File: config.mk
export PLATFORM = sky130hd
export DESIGN_NAME = exe_wb_skid_stage
export DESIGN_NICKNAME = d
export VERILOG_FILES = /design/src/rtl/exe_wb_skid_stage_pkg.sv /design/src/rtl/wb_fwd_match.sv /design/src/rtl/exe_wb_skid_stage.sv
export SDC_FILE = /design/constraint.sdc
export NUM_CORES = 1
export LEC_CHECK = 0
export CAP_MARGIN = 40
export CORE_UTILIZATION = 50
export CTS_BUF_LIST = sky130_fd_sc_hd__clkbuf_8
export CTS_CLUSTER_SIZE = 24
export DETAILED_ROUTE_END_ITERATION = 6
export PLACE_DENSITY = 0.85
export RECOVER_POWER = 50
export SKIP_LAST_GASP = 1
export SLEW_MARGIN = 10
export SYNTH_ARGS = -nofsm -noshare
export SYNTH_HDL_FRONTEND = slang
export SYNTH_HIERARCHICAL = 1
export SYNTH_SLANG_ARGS = --single-unit
File: constraint.sdc
create_clock -name clk -period 2.6 [get_ports clk]
set_input_delay 0.52 -clock clk [delete_from_list [all_inputs] [get_ports clk]]
set_output_delay 0.52 -clock clk [all_outputs]
set_load 0.05 [all_outputs]
File: src/rtl/exe_wb_skid_stage_pkg.sv
// Shared definitions for the EXE->WB skid stage: default widths, the
// control state encoding, and the state-to-occupancy mapping.
package exe_wb_skid_stage_pkg;

    localparam int DSIZE_DEF  = 32;
    localparam int AWIDTH_DEF = 5;

    typedef enum logic [1:0] {
        ST_EMPTY = 2'd0,
        ST_HEAD  = 2'd1,
        ST_FULL  = 2'd2
    } skid_state_e;

    // Entry record at the core's default widths; the stage builds the same
    // layout locally so that overridden DSIZE/AWIDTH stay consistent.
    typedef struct packed {
        logic                  wen;
        logic [AWIDTH_DEF-1:0] waddr;
        logic [DSIZE_DEF-1:0]  data;
    } wb_entry_t;

    function automatic logic [1:0] occupancy_of(input skid_state_e st);
        case (st)
            ST_HEAD: occupancy_of = 2'd1;
            ST_FULL: occupancy_of = 2'd2;
            default: occupancy_of = 2'd0;
        endcase
    endfunction

endpackage

File: src/rtl/wb_fwd_match.sv
// One forwarding lookup port: picks the youngest valid entry that writes the
// queried register; register 0 never forwards.
module wb_fwd_match #(
    parameter int DSIZE  = 32,
    parameter int AWIDTH = 5
) (
    input  logic              head_valid,
    input  logic              head_wen,
    input  logic [AWIDTH-1:0] head_waddr,
    input  logic [DSIZE-1:0]  head_data,
    input  logic              skid_valid,
    input  logic              skid_wen,
    input  logic [AWIDTH-1:0] skid_waddr,
    input  logic [DSIZE-1:0]  skid_data,
    input  logic [AWIDTH-1:0] raddr,
    output logic              hit,
    output logic [DSIZE-1:0]  data
);

    logic raddr_nz;
    logic head_match;
    logic skid_match;

    assign raddr_nz   = (raddr != '0);
    assign head_match = head_valid & head_wen & raddr_nz & (head_waddr == raddr);
    assign skid_match = skid_valid & skid_wen & raddr_nz & (skid_waddr == raddr);

    // Skid is the younger entry, so it shadows the head.
    always_comb begin
        hit  = 1'b0;
        data = '0;
        if (skid_match) begin
            hit  = 1'b1;
            data = skid_data;
        end else if (head_match) begin
            hit  = 1'b1;
            data = head_data;
        end
    end

endmodule

File: src/rtl/exe_wb_skid_stage.sv
// EXE->WB stage with a two-entry skid buffer, synchronous flush and a
// two-port operand-forwarding lookup over the held entries.
module exe_wb_skid_stage
    import exe_wb_skid_stage_pkg::*;
#(
    parameter int DSIZE  = DSIZE_DEF,
    parameter int AWIDTH = AWIDTH_DEF
) (
    input  logic              clk,
    input  logic              rst,
    input  logic              flush,
    input  logic              in_valid,
    output logic              in_ready,
    input  logic              in_wen,
    input  logic [AWIDTH-1:0] in_waddr,
    input  logic [DSIZE-1:0]  in_data,
    output logic              out_valid,
    input  logic              out_ready,
    output logic              out_wen,
    output logic [AWIDTH-1:0] out_waddr,
    output logic [DSIZE-1:0]  out_data,
    output logic [1:0]        occupancy,
    input  logic [AWIDTH-1:0] q_raddr0,
    input  logic [AWIDTH-1:0] q_raddr1,
    output logic              fwd_hit0,
    output logic              fwd_hit1,
    output logic [DSIZE-1:0]  fwd_data0,
    output logic [DSIZE-1:0]  fwd_data1
);

    typedef struct packed {
        logic              wen;
        logic [AWIDTH-1:0] waddr;
        logic [DSIZE-1:0]  data;
    } entry_t;

    skid_state_e state_q, state_d;
    entry_t      head_q, head_d;
    entry_t      skid_q, skid_d;
    entry_t      in_entry;
    logic        in_fire;
    logic        out_fire;

    // Handshake: a beat moves when valid and ready are both high at the
    // rising edge; valid never waits on ready, and in_ready is decoded from
    // state alone so WB back-pressure has no combinational path into EXE.
    assign in_ready  = (state_q != ST_FULL);
    assign out_valid = (state_q != ST_EMPTY);
    assign in_fire   = in_valid & in_ready;
    assign out_fire  = out_valid & out_ready;
    assign in_entry  = '{wen: in_wen, waddr: in_waddr, data: in_data};

    always_comb begin
        state_d = state_q;
        head_d  = head_q;
        skid_d  = skid_q;
        case (state_q)
            ST_EMPTY: begin
                if (in_fire) begin
                    state_d = ST_HEAD;
                    head_d  = in_entry;
                end
            end
            ST_HEAD: begin
                if (in_fire && out_fire) begin
                    head_d = in_entry;
                end else if (in_fire) begin
                    state_d = ST_FULL;
                    skid_d  = in_entry;
                end else if (out_fire) begin
                    state_d = ST_EMPTY;
                end
            end
            ST_FULL: begin
                if (out_fire) begin
                    state_d = ST_HEAD;
                    head_d  = skid_q;
                end
            end
            default: state_d = ST_EMPTY;
        endcase
        // Flush only invalidates; stale data in the registers is harmless.
        if (flush) begin
            state_d = ST_EMPTY;
        end
    end

    always_ff @(posedge clk) begin
        if (rst) begin
            state_q <= ST_EMPTY;
            head_q  <= '0;
            skid_q  <= '0;
        end else begin
            state_q <= state_d;
            head_q  <= head_d;
            skid_q  <= skid_d;
        end
    end

    assign out_wen   = head_q.wen & out_valid;
    assign out_waddr = head_q.waddr;
    assign out_data  = head_q.data;
    assign occupancy = occupancy_of(state_q);

    wb_fwd_match #(.DSIZE(DSIZE), .AWIDTH(AWIDTH)) u_fwd0 (
        .head_valid (out_valid),
        .head_wen   (head_q.wen),
        .head_waddr (head_q.waddr),
        .head_data  (head_q.data),
        .skid_valid (state_q == ST_FULL),
        .skid_wen   (skid_q.wen),
        .skid_waddr (skid_q.waddr),
        .skid_data  (skid_q.data),
        .raddr      (q_raddr0),
        .hit        (fwd_hit0),
        .data       (fwd_data0)
    );

    wb_fwd_match #(.DSIZE(DSIZE), .AWIDTH(AWIDTH)) u_fwd1 (
        .head_valid (out_valid),
        .head_wen   (head_q.wen),
        .head_waddr (head_q.waddr),
        .head_data  (head_q.data),
        .skid_valid (state_q == ST_FULL),
        .skid_wen   (skid_q.wen),
        .skid_waddr (skid_q.waddr),
        .skid_data  (skid_q.data),
        .raddr      (q_raddr1),
        .hit        (fwd_hit1),
        .data       (fwd_data1)
    );

endmodule

==> metrics.txt, run 1 <==
Cell Pwr Density=372.7 nW/um^2; cts hold-fix bufs=0; Post-Route WL=17900 microns; final setup vio count=63; I/O pins=161; worst vdd ir=0.2220 mV; Clock Latency Late Sink=0.33 ns; total grt overflow=0; M1 GR Usage=36.16%; Synth Area in Adders=0%; Peak Freq=373.0 MHz; met3 GRT Util=3.692%; DR vias=5267; Post-DP HPWL=11340 microns; Synth Instances=598; distinct cell type count after synthesis=35; port bufs=160; flops & latches, synth=78; fin. max-slew vios=0; sequential area share after synthesis=28.15%; syn_area_per_cell=9.275 sq um; largest net degree at the start of global routing=79; number of antenna violations at the first check in global routing=0; CP startpoint kind=register; post-synth top area share=28.15%; initial core utilization=51.17%; CP endpoint kind=primary output; Synth-to-Final Area Change=39.91%; max_cap viols=0; gpl congestion=0.8758; TritonCTS Buffers=9; XOR/XNOR share of the synthesized area=2.211%; Post-Synth Simple-Gate Area=16.81%; gr usage total=30.25%; most used flip-flop cell after synthesis=dfxtp_1; final cell count without fillers=879; min cycle time layout=2.681 ns; syn nets=651; final hold vios=0; Iter 0 DRT Violations=272; Die Wd=107.3 microns; mux share of post-synthesis cell area=23.78%; H-tree Lvls=3; Die ar.=11520 sq um; Syn Std Cell Area=5547 sq um; CP required=2.08 ns; worst rel slew slack=42.37%; Placed Instances=843; CP Data Arrival Time=2.16 ns; failing checks=setup timing; vias in the first global route=5240; nets@finish=788; crit share post-route=103.1%; leakage power=0.003713 uW; async set or reset register ratio after synthesis=0%; status=complete, but fails checks; vias per cell=5.992; cell taking the most area after synthesis=dfxtp_1; share of layout cells above drive strength 1=35.18%; Pre-antenna DRT Iters=6; top cells by area, synth=dfxtp_1, mux2_4, a211oi_1; Final ANT Viol Nets=0; HP Class=register to register; placed cell area=7053 sq um; worst slew pin tran=0.8644 ns; first-pass GRT wire length=27200 microns; global route hottest layer=met2; # diodes=0; critical path, cell by cell=nand2b_4 > clkinvlp_4 > nand2_2 > a2111oi_4 > nand4_4 > buf_12 > buf_16 > mux2_4 > buf_8; CP max FO=8; Slowest cell on crit path=dfxtp_4; EDFF count, synth=0; wire per inst=20.37 microns; fin area=7760 sq um; CTS tree=yes; clk slew on worst S/H paths=0.08 ns; FP Rows=38; die height=107.3 microns; overall power=2892 uW; area of the multi-input gates=3487 sq um; met2 usage=53.18%; Setup Crit Path Kind=register to primary output; clk sinks=78; Remaining DRCs=0; Final WS setup=-0.08116 ns; Compound-Gate Fraction of Synth Area=17.82%; CTS Root Cell=clkbuf_8; synth warn=6; total core area=10840 sq um; Max stage delay on crit path=0.34 ns; largest family of logic cells by synthesized area=multiplexers; filler instances=761; Register Area=1575 sq um; maximum root-to-sink buffer count=2; RSZ-0062 raised after global routing=yes; Setup Skew=0.01456 ns
[path summary, 6_finish.rpt]
kind	start	endpoint	slack, ns	cells after the start
worst max-delay path	state_q[0]$_SDFFE_PP0P_	fwd_data1[10]	-0.08	9
worst min-delay path	skid_q[1]$_SDFFE_PP0P_	skid_q[1]$_SDFFE_PP0P_	0.49	2
worst max register to register	state_q[1]$_SDFFE_PP0P_	skid_q[23]$_SDFFE_PP0P_	0.59	5
worst min register to register	skid_q[1]$_SDFFE_PP0P_	skid_q[1]$_SDFFE_PP0P_	0.49	2
[timing repair]
| item | in CTS | in global routing |
|---|---|---|
| setup buffers | 11 | 7 |
| endpoints found under the setup margin | 66 | 67 |
| cloned | 7 | 1 |
| pin swaps | 8 | 7 |
| gates resized for setup | 112 | 43 |
[layout by cell type (no fill, tap or decap), types with 31 or more instances in the layout]
cell type / instances
a211oi_1: 70
nand2_1: 83
a21oi_1: 38
and3_1: 64
mux2i_1: 38
mux2_4: 58
buf_6: 71
dfxtp_1: 73
clkdlybuf4s50_1: 79
buf_4: 31
[critical path, delay by kind of cell, from the launching register on]
kind | cells | cell delay, ns
multiplexers | 1 | 0.31
AO/OA/AOI/OAI | 1 | 0.25
AND/OR/NAND/NOR | 3 | 0.35
flip-flops | 1 | 0.34
buffers and inverters | 4 | 0.57
[cell usage after synthesis (2+ instances only)]
master and n:
nand2_1 87, dfxtp_1 78, and3_1 64, a211oi_1 59, mux2_4 58, buf_4 43
a21oi_1 38, mux2i_1 38, clkbuf_1 29, a211oi_2 20, xor2_1 14, buf_2 12
buf_6 8, inv_1 7, mux2_2 6, nor2_1 4, nor2b_1 4, nor3_1 3
a2111oi_4 2, a21o_1 2, a222oi_1 2, and2_1 2, inv_2 2, nand2b_1 2
nand4_2 2, nor2b_4 2, nor4_2 2
[routing by layer]
metal | vias to the layer above | wire length [microns] | share of wire (%)
li1 | 2384 | - | -
met1 | 2570 | 7083 | 40
met2 | 273 | 9067 | 51
met3 | 40 | 1225 | 6.8
met4 | 0 | 527 | 2.9
met5 | - | 0 | 0
[kinds of logic after synthesis]
| group | count (synthesis) |
|---|---|
| AND/OR/NAND/NOR | 177 |
| XOR/XNOR | 14 |
| multiplexers | 102 |
| flip-flops | 78 |
| buffers and inverters | 102 |
| AO/OA/AOI/OAI | 125 |
[cell type report]
class | instances | area share, %
multi-input cells | 418 | 44.94
repair buffers | 219 | 29.70
flip-flops and latches | 78 | 20.30
well taps | 140 | 2.257
clock buffers | 9 | 1.596
clock inverters | 6 | 0.7256
inverters | 9 | 0.4837
[registers in the layout, indices dropped and copies added (netlist names)]
| register | cells |
|---|---|
| out_waddr | 5 |
| out_data | 32 |
| skid_q | 38 |
| state_q | 2 |
| head_q | 1 |
[power breakdown]
part	switching (uW)	internal (uW)
registers	71.3	1250
logic	425	286
clock network	429	431
[per-stage QoR]
stage | hold slack [ns] | worst slack [ns] | util, % | setup TNS (ns)
after floorplan | 0.4567 | 0.007443 | - | 0
after global placement | 0.4703 | -0.3498 | 65.06 | -21.86
after detailed placement | 0.4804 | -0.3885 | 65.06 | -22.45
after CTS | 0.4918 | -0.2336 | 72.41 | -11.82
after global routing | 0.5116 | -0.1648 | 71.58 | -8.168
final | 0.4886 | -0.08116 | 71.58 | -2.944
Power figures use the tool's default switching activity.
==> run 2: changes to the inputs <==
ABC_CLOCK_PERIOD_IN_PS = 2600   (was unset)
GPL_ROUTABILITY_DRIVEN = 0   (was unset)
HOLD_SLACK_MARGIN = 0.08   (was unset)
==> run 2 against run 1 <==
The flow still finishes with violations (setup timing). Cell area decreased by 2.1%. Clock-buffer cell count is the same. Routed wire length decreased by 3.4%. Sequential share of layout area rose by 0.47 points. Hold slack better by 0.0089 ns. Cell count shrank 0.46%. Largest power group unchanged.
==> metrics.txt, run 2 (synthesis results as in run 1) <==
min cycle time layout=2.839 ns; vias per cell=5.914; CP startpoint kind=primary input; Iter 0 DRT Violations=319; max reg flops=38; Post-Route WL=17300 microns; I/O pins=161; Slowest cell on crit path=a222oi_1; CTS Root Cell=clkbuf_8; most common cell after layout, fill and taps aside=nand2_1; worst rel slew slack=31.49%; largest net degree at the start of global routing=79; Setup Skew=0.007225 ns; TritonCTS Buffers=9; wire per inst=19.77 microns; crit share post-route=109.2%; # diodes=0; first-pass GRT wire length=26580 microns; uppermost routed layer=met4; RSZ-0062 raised after global routing=yes; Pre-antenna DRT Iters=5; FP Rows=38; routed wl met3=1137 microns; M1 WL=6920 microns; gr usage total=29.69%; most frequent cells in the layout=nand2_1, clkdlybuf4s50_1, dfxtp_1, a211oi_1, and3_1; Die ar.=11520 sq um; number of antenna violations at the first check in global routing=0; Final ANT Viol Nets=0; Biggest register=skid_q; die height=107.3 microns; worst vdd ir=0.2320 mV; Max stage delay on crit path=0.44 ns; CP endpoint kind=primary output; HP Class=register to register; final setup vio count=64; filler instances=786; H-tree Lvls=3; vias in the first global route=5103; critical path, cell by cell=buf_2 > inv_2 > a222oi_1 > buf_4 > nand4_4 > buf_6 > buf_16 > mux2_4 > buf_8; Synth-to-Final Area Change=36.93%; Post-DP HPWL=11260 microns; Remaining DRCs=0; Cell Pwr Density=368.6 nW/um^2; nets@finish=784; final hold vios=0; fin. max-slew vios=0; Peak Freq=352.2 MHz; post-place setup slack=-0.4331 ns; Final WS setup=-0.2391 ns; CP Data Arrival Time=2.32 ns; clk sinks=78; met2 wire len=8778 microns; failing checks=setup timing; max_cap viols=0; total grt overflow=0; Core Util, Final=70.06%; CP max FO=8; port bufs=160; clk slew on worst S/H paths=0.07 ns; CP required=2.08 ns; initial core utilization=51.17%; worst slew pin tran=1.028 ns; Clock Latency Late Sink=0.35 ns; DR vias=5175; CTS tree=yes; cts hold-fix bufs=0; leakage power=0.003621 uW; Fin Hold WS=0.4975 ns; total core area=10840 sq um; share of layout cells above drive strength 1=34.01%; Die Wd=107.3 microns; status=complete, but fails checks; maximum root-to-sink buffer count=2; Setup Crit Path Kind=primary input to primary output
-- run 2: cell count changes in the layout (fill, tap and decap cells not counted), moves of 3 or more --
cell / before / now
a211oi_1: 70 / 66
a211oi_2: 7 / 11
buf_4: 31 / 45
buf_6: 71 / 60
buf_8: 9 / 3
clkbuf_2: 9 / 1
dlygate4sd2_1: 2 / 7
nand2_2: 3 / 6
xor2_1: 6 / 14
xor2_2: 8 / 0
-- run 2: through the flow --
stage | power, uW | TNS [ns] | instances | cell area, sq um
floorplan | 1796 | 0 | 598 | 5584
global placement | 2014 | -21.34 | 845 | 7056
detailed placement | 2035 | -25.22 | 845 | 7056
CTS | 2813 | -13.05 | 872 | 7612
global route | 2904 | -15.36 | 875 | 7595
finish | 2799 | -10.91 | 875 | 7595
-- run 2: critical path: cells and delay by family --
family / cells / cell delay (ns)
compound gates: 1 / 0.44
buf+inv: 6 / 0.88
simple gates: 1 / 0.16
mux: 1 / 0.31
-- run 2: layout make-up --
type	count	area [sq um]	share of cell area [%]
inverters	9	37.54	0.4942
clock inverters	6	40.04	0.5272
multi-input cells	418	3436	45.24
well taps	140	175.2	2.306
flip-flops and latches	78	1578	20.77
clock buffers	9	123.9	1.631
repair buffers	215	2205	29.03
-- run 2: power breakdown --
part	internal, uW	total, uW	switching (uW)
sequential	1250	1320	66.4
combinational	276	695	419
clock	339	788	449
total	1860	2800	935
-- run 2: what timing repair did --
item                                    4_1_cts  5_1_grt
cloned                                        4        1
pin swaps                                     8        5
endpoints found under the setup margin       66       67
gates resized for setup                      96       13
setup buffers                                 8        4
-- run 2: per-layer routing --
layer	global-route usage, %	up-vias
met5	0	-
met4	11.35	0
met3	4.358	38
met2	54.10	239
met1	34.88	2516
li1	-	2382
-- run 2: final timing paths --
check                                        startpoint                       end  slack [ns]  cells past startpoint
worst max-delay path                        q_raddr0[2]              fwd_data0[3]       -0.24                      9
worst min-delay path            skid_q[23]$_SDFFE_PP0P_   skid_q[23]$_SDFFE_PP0P_        0.50                      2
worst max register to register  state_q[0]$_SDFFE_PP0P_  out_data[0]$_SDFFE_PP0P_        0.68                      5
worst min register to register  skid_q[23]$_SDFFE_PP0P_   skid_q[23]$_SDFFE_PP0P_        0.50                      2
==> run 3: changes to the inputs <==
ABC_CLOCK_PERIOD_IN_PS = 3600   (was 2600)
CORE_UTILIZATION = 54   (was 50)
PLACE_DENSITY = 0.9   (was 0.85)
clock period = 3.6 ns   (was 2.6 ns; I/O delays follow)
==> run 3 against run 2 <==
Highest routed layer unchanged. Clock skew is 0.0018 ns higher. The flow finishes with violations (capacitance limit, slew limit). Critical endpoint is now fwd_data0[4]. Setup slack better by 0.34 ns. Largest power group unchanged. Cell count is 4.6% lower. Register-to-register slack better by 0.20 ns. Global-route usage is 0.073 points lower.
==> metrics.txt, run 3 (synthesis results as in run 1) <==
post-CTS setup buffers=0; Die ar.=10680 sq um; Setup Skew=0.008990 ns; Max stage delay on crit path=0.56 ns; Remaining DRCs=0; # diodes=0; Crit path depth=7; Final WS setup=0.1054 ns; total grt overflow=0; max reg flops=38; Peak Freq=286.2 MHz; worst hold path stage count=2; Slowest cell on crit path=clkdlybuf4s50_1; Clock Latency Late Sink=0.35 ns; overall power=2178 uW; failing checks=capacitance limit, slew limit; post-place setup slack=0.1283 ns; CP bufs+invs=4; fin. max-slew vios=39; most common cell after layout, fill and taps aside=nand2_1; Setup Crit Path Kind=primary input to primary output; HP Class=register to register; max_cap viols=1; clk slew on worst S/H paths=0.08 ns; initial core utilization=56.23%; vias per cell=6.002; port bufs=160; final hold vios=0; min cycle time layout=3.495 ns; largest net degree at the start of global routing=79; cts hold-fix bufs=0; FP Rows=36; vias in the first global route=4891; post_cts resized=0; most frequent cells in the layout=nand2_1, dfxtp_1, clkdlybuf4s50_1, buf_4, and3_1; Iter 0 DRT Violations=331; maximum root-to-sink buffer count=2; Setup Total Neg Slack=0 ns; Synth-to-Final Area Change=28.54%; delay-heaviest family, CP=buffers and inverters; share of layout cells above drive strength 1=28.92%; Pre-antenna DRT Iters=5; nets@finish=750; crit share post-route=97.07%; total core area=9864 sq um; number of antenna violations at the first check in global routing=0; die height=103.4 microns; filler instances=676; Post-DP HPWL=10610 microns; leakage power=0.003437 uW; critical path, cell by cell=clkdlybuf4s50_1 > inv_2 > a222oi_1 > nand4_4 > buf_12 > mux2_4 > buf_4; wire per inst=18.69 microns; TritonCTS Buffers=9; CTS Root Cell=clkbuf_8; RSZ-0062 raised after global routing=no; I/O pins=161; Biggest register=skid_q; worst slew pin tran=1.962 ns; Die Wd=103.4 microns; CP max FO=16; CP required=2.88 ns; H-tree Lvls=3; worst vdd ir=0.1926 mV; R2R cell count=4; worst rel slew slack=-30.78%; gr usage total=29.62%; first-pass GRT wire length=24340 microns; CP Data Arrival Time=2.77 ns; Final ANT Viol Nets=0; Post-Route WL=15600 microns; CTS tree=yes; final setup vio count=0; Cell Pwr Density=305.5 nW/um^2; CP endpoint kind=primary output; CP startpoint kind=primary input; status=complete, but fails checks; DR vias=5012; clk sinks=78
==> run 3: tightest hold or removal path, stage by stage, from the launching register on <==
cell     delay [ns]
dfxtp_1        0.34
nand2_1        0.06
a21oi_1        0.05
==> run 3: final timing paths <==
path                                             endpoint                    start  slack, ns
worst max-delay path                         fwd_data0[4]              q_raddr0[2]       0.11
worst min-delay path              skid_q[24]$_SDFFE_PP0P_  skid_q[24]$_SDFFE_PP0P_       0.49
worst max register to register  out_data[30]$_SDFFE_PP0P_  state_q[1]$_SDFFE_PP0P_       0.88
worst min register to register    skid_q[24]$_SDFFE_PP0P_  skid_q[24]$_SDFFE_PP0P_       0.49
==> run 3: per-layer routing <==
layer,up-vias,part of all wire [%],GRT usage (%)
li1,2305,-,-
met1,2423,40,36.27
met2,250,49,50.53
met3,34,7.7,5.444
met4,0,2.7,13.43
met5,-,0,0
==> run 3: final cells by class <==
type	instances	area (sq um)	area share, %
Timing Repair Buffer	181	1704	23.90
Sequential cell	78	1562	21.90
Inverter	9	33.78	0.4739
Clock inverter	6	85.08	1.193
Clock buffer	10	137.6	1.931
Multi-Input combinational cell	418	3441	48.26
Tap cell	133	166.4	2.334
==> run 3: report_power, final <==
part           switching, uW  internal, uW  total, uW
clock network            331           408        740
logic                    295           189        485
registers               48.9           905        954
==> run 3: metrics by stage <==
| step | instance area [sq um] | hold slack [ns] | util (%) | cells |
|---|---|---|---|---|
| after detailed placement | 6938 | 0.4831 | 70.33 | 819 |
| final | 7129 | 0.4945 | 72.27 | 835 |
| after CTS | 7161 | 0.4958 | 72.59 | 835 |
| after global routing | 7129 | 0.5203 | 72.27 | 835 |
| after floorplan | 5547 | 0.4567 | - | 598 |
| after global placement | 6910 | 0.4671 | 70.05 | 818 |
==> patch: new RTL, settings of run 3 <==
The 3 states of `skid_state_e` get a one-hot encoding in 3 bits.
--- a/src/rtl/exe_wb_skid_stage_pkg.sv
+++ b/src/rtl/exe_wb_skid_stage_pkg.sv
@@ -5,10 +5,10 @@
     localparam int DSIZE_DEF  = 32;
     localparam int AWIDTH_DEF = 5;
 
-    typedef enum logic [1:0] {
-        ST_EMPTY = 2'd0,
-        ST_HEAD  = 2'd1,
-        ST_FULL  = 2'd2
+    typedef enum logic [2:0] {
+        ST_EMPTY = 3'b001,
+        ST_HEAD  = 3'b010,
+        ST_FULL  = 3'b100
     } skid_state_e;
 
     // Entry record at the core's default widths; the stage builds the same
Check against the original RTL: no difference found for any inputs over 4 cycles, from zero or initial values and one cycle with rst high; so few cycles prove little.
==> patch against run 3 <==
The flow still finishes with violations (capacitance limit, slew limit); routed wire length decreased by 3.7%; setup slack worse by 8.4 ps; sequential cell count rose by 1; sequential share of layout area grew 0.98 points; clock skew up 3.3 ps; critical endpoint is now fwd_data1[17]; final area down 3.0%; fmax shrank 0.24%; final cell count grew 1.2%; area after synthesis is 4.0% lower; count of clock-buffer cells in the layout unchanged; total power down 2.0%.
==> patch: results (changes against run 3) <==
{
  "pwr": {
    "power_frac_seq": {"value": 44.6, "unit": "%", "change": "was 43.8%"},
    "total_leakage_power": {"value": 3.11, "unit": "nW", "change": "was 3.44 nW"},
    "power_density": {"value": 309, "unit": "nW/um^2", "change": "was 305 nW/um^2"},
    "power.internal": {"value": 1.48, "unit": "mW", "change": "was 1.50 mW"},
    "peakVddDrop": {"value": 172, "unit": "uV", "change": "was 193 uV"}
  },
  "yosys": {
    "synth.cells.most_frequent": {"value": "sky130_fd_sc_hd__nand2_1 (87), sky130_fd_sc_hd__dfxtp_1 (79), sky130_fd_sc_hd__and3_1 (65), sky130_fd_sc_hd__mux2_4 (58), sky130_fd_sc_hd__nor2_1 (46)", "change": "was sky130_fd_sc_hd__nand2_1 (87), sky130_fd_sc_hd__dfxtp_1 (78), sky130_fd_sc_hd__and3_1 (64), sky130_fd_sc_hd__a211oi_1 (59), sky130_fd_sc_hd__mux2_4 (58)"},
    "post_synth_mux_area_share": {"value": 24.9, "unit": "%", "change": "was 23.8%"},
    "synth_compound_area_share": {"value": 11.3, "unit": "%", "change": "was 17.8%"},
    "yosys.area_share.xor_xnor": {"value": 2.30, "unit": "%", "change": "was 2.21%"},
    "synthesis.nets": {"value": 654, "change": "was 651"},
    "seq_area_frac_synth": {"value": 29.7, "unit": "%", "change": "was 28.2%"}
  },
  "timing": {
    "final-max-slew-violation-count": {"value": 47, "change": "was 39"},
    "period_needed": {"value": 3500, "unit": "ps", "change": "was 3490 ps"},
    "hold_ws": {"value": 491, "unit": "ps", "change": "was 494 ps"}
  },
  "global_routing": {
    "met3_resource_use_gr": {"value": 4.00, "unit": "%", "change": "was 5.44%"},
    "use_met2": {"value": 54.7, "unit": "%", "change": "was 50.5%"},
    "met1_track_usage_gr": {"value": 32.6, "unit": "%", "change": "was 36.3%"}
  },
  "setup_path": {
    "max_stage_delay": {"value": 580, "unit": "ps", "change": "was 560 ps"},
    "r2r_slack": {"value": 1810, "unit": "ps", "change": "was 880 ps"},
    "cp.arrival": {"value": 2780, "unit": "ps", "change": "was 2770 ps"},
    "crit-reg2reg-capture": {"value": "out_data[12]", "change": "was out_data[30]"}
  },
  "finish": {
    "finalNetCount": {"value": 764, "change": "was 750"}
  },
  "placement": {
    "dpl_cell_area": {"value": 6690, "unit": "sq um", "change": "was 6940 sq um"},
    "post-dp-hpwl": {"value": 10600, "unit": "um", "change": "about the same"}
  },
  "job": {
    "cap_violations": {"value": 1, "change": "unchanged"}
  },
  "route": {
    "dr_wl_met2": {"value": 8030, "unit": "um", "change": "was 7710 um"},
    "via_count": {"value": 4820, "change": "was 5012"}
  },
  "status": {
    "run_status": {"value": "complete, but fails checks", "change": "unchanged"},
    "violations_in_the_final_reports": {"value": "capacitance limit, slew limit", "change": "unchanged"}
  }
}
-- patch: cell count changes after synthesis, moves of 2 or more --
cell and delta:
sky130_fd_sc_hd__a211oi_1 -19, sky130_fd_sc_hd__nor2_1 +42, sky130_fd_sc_hd__o21ai_0 +2, sky130_fd_sc_hd__a21o_1 -2
sky130_fd_sc_hd__nand2b_1 +3, sky130_fd_sc_hd__clkbuf_1 -4, sky130_fd_sc_hd__a211oi_2 -20, sky130_fd_sc_hd__buf_6 -2
-- patch: worst register-to-register path, cell delays in order, from the launching register on --
cell and delay, ps:
sky130_fd_sc_hd__dfxtp_1 470, sky130_fd_sc_hd__nor3b_2 300, sky130_fd_sc_hd__buf_4 420, sky130_fd_sc_hd__mux2i_1 260, sky130_fd_sc_hd__a211oi_1 100
-- patch: cell type report --
type / instances / area share (%)
clock inverter: 6 / 1.23
timing repair buffer: 185 / 24.1
sequential: 79 / 22.9
inverter: 9 / 0.489
tap: 129 / 2.33
clock buffer: 10 / 1.99
multi-input combinational: 427 / 47.0
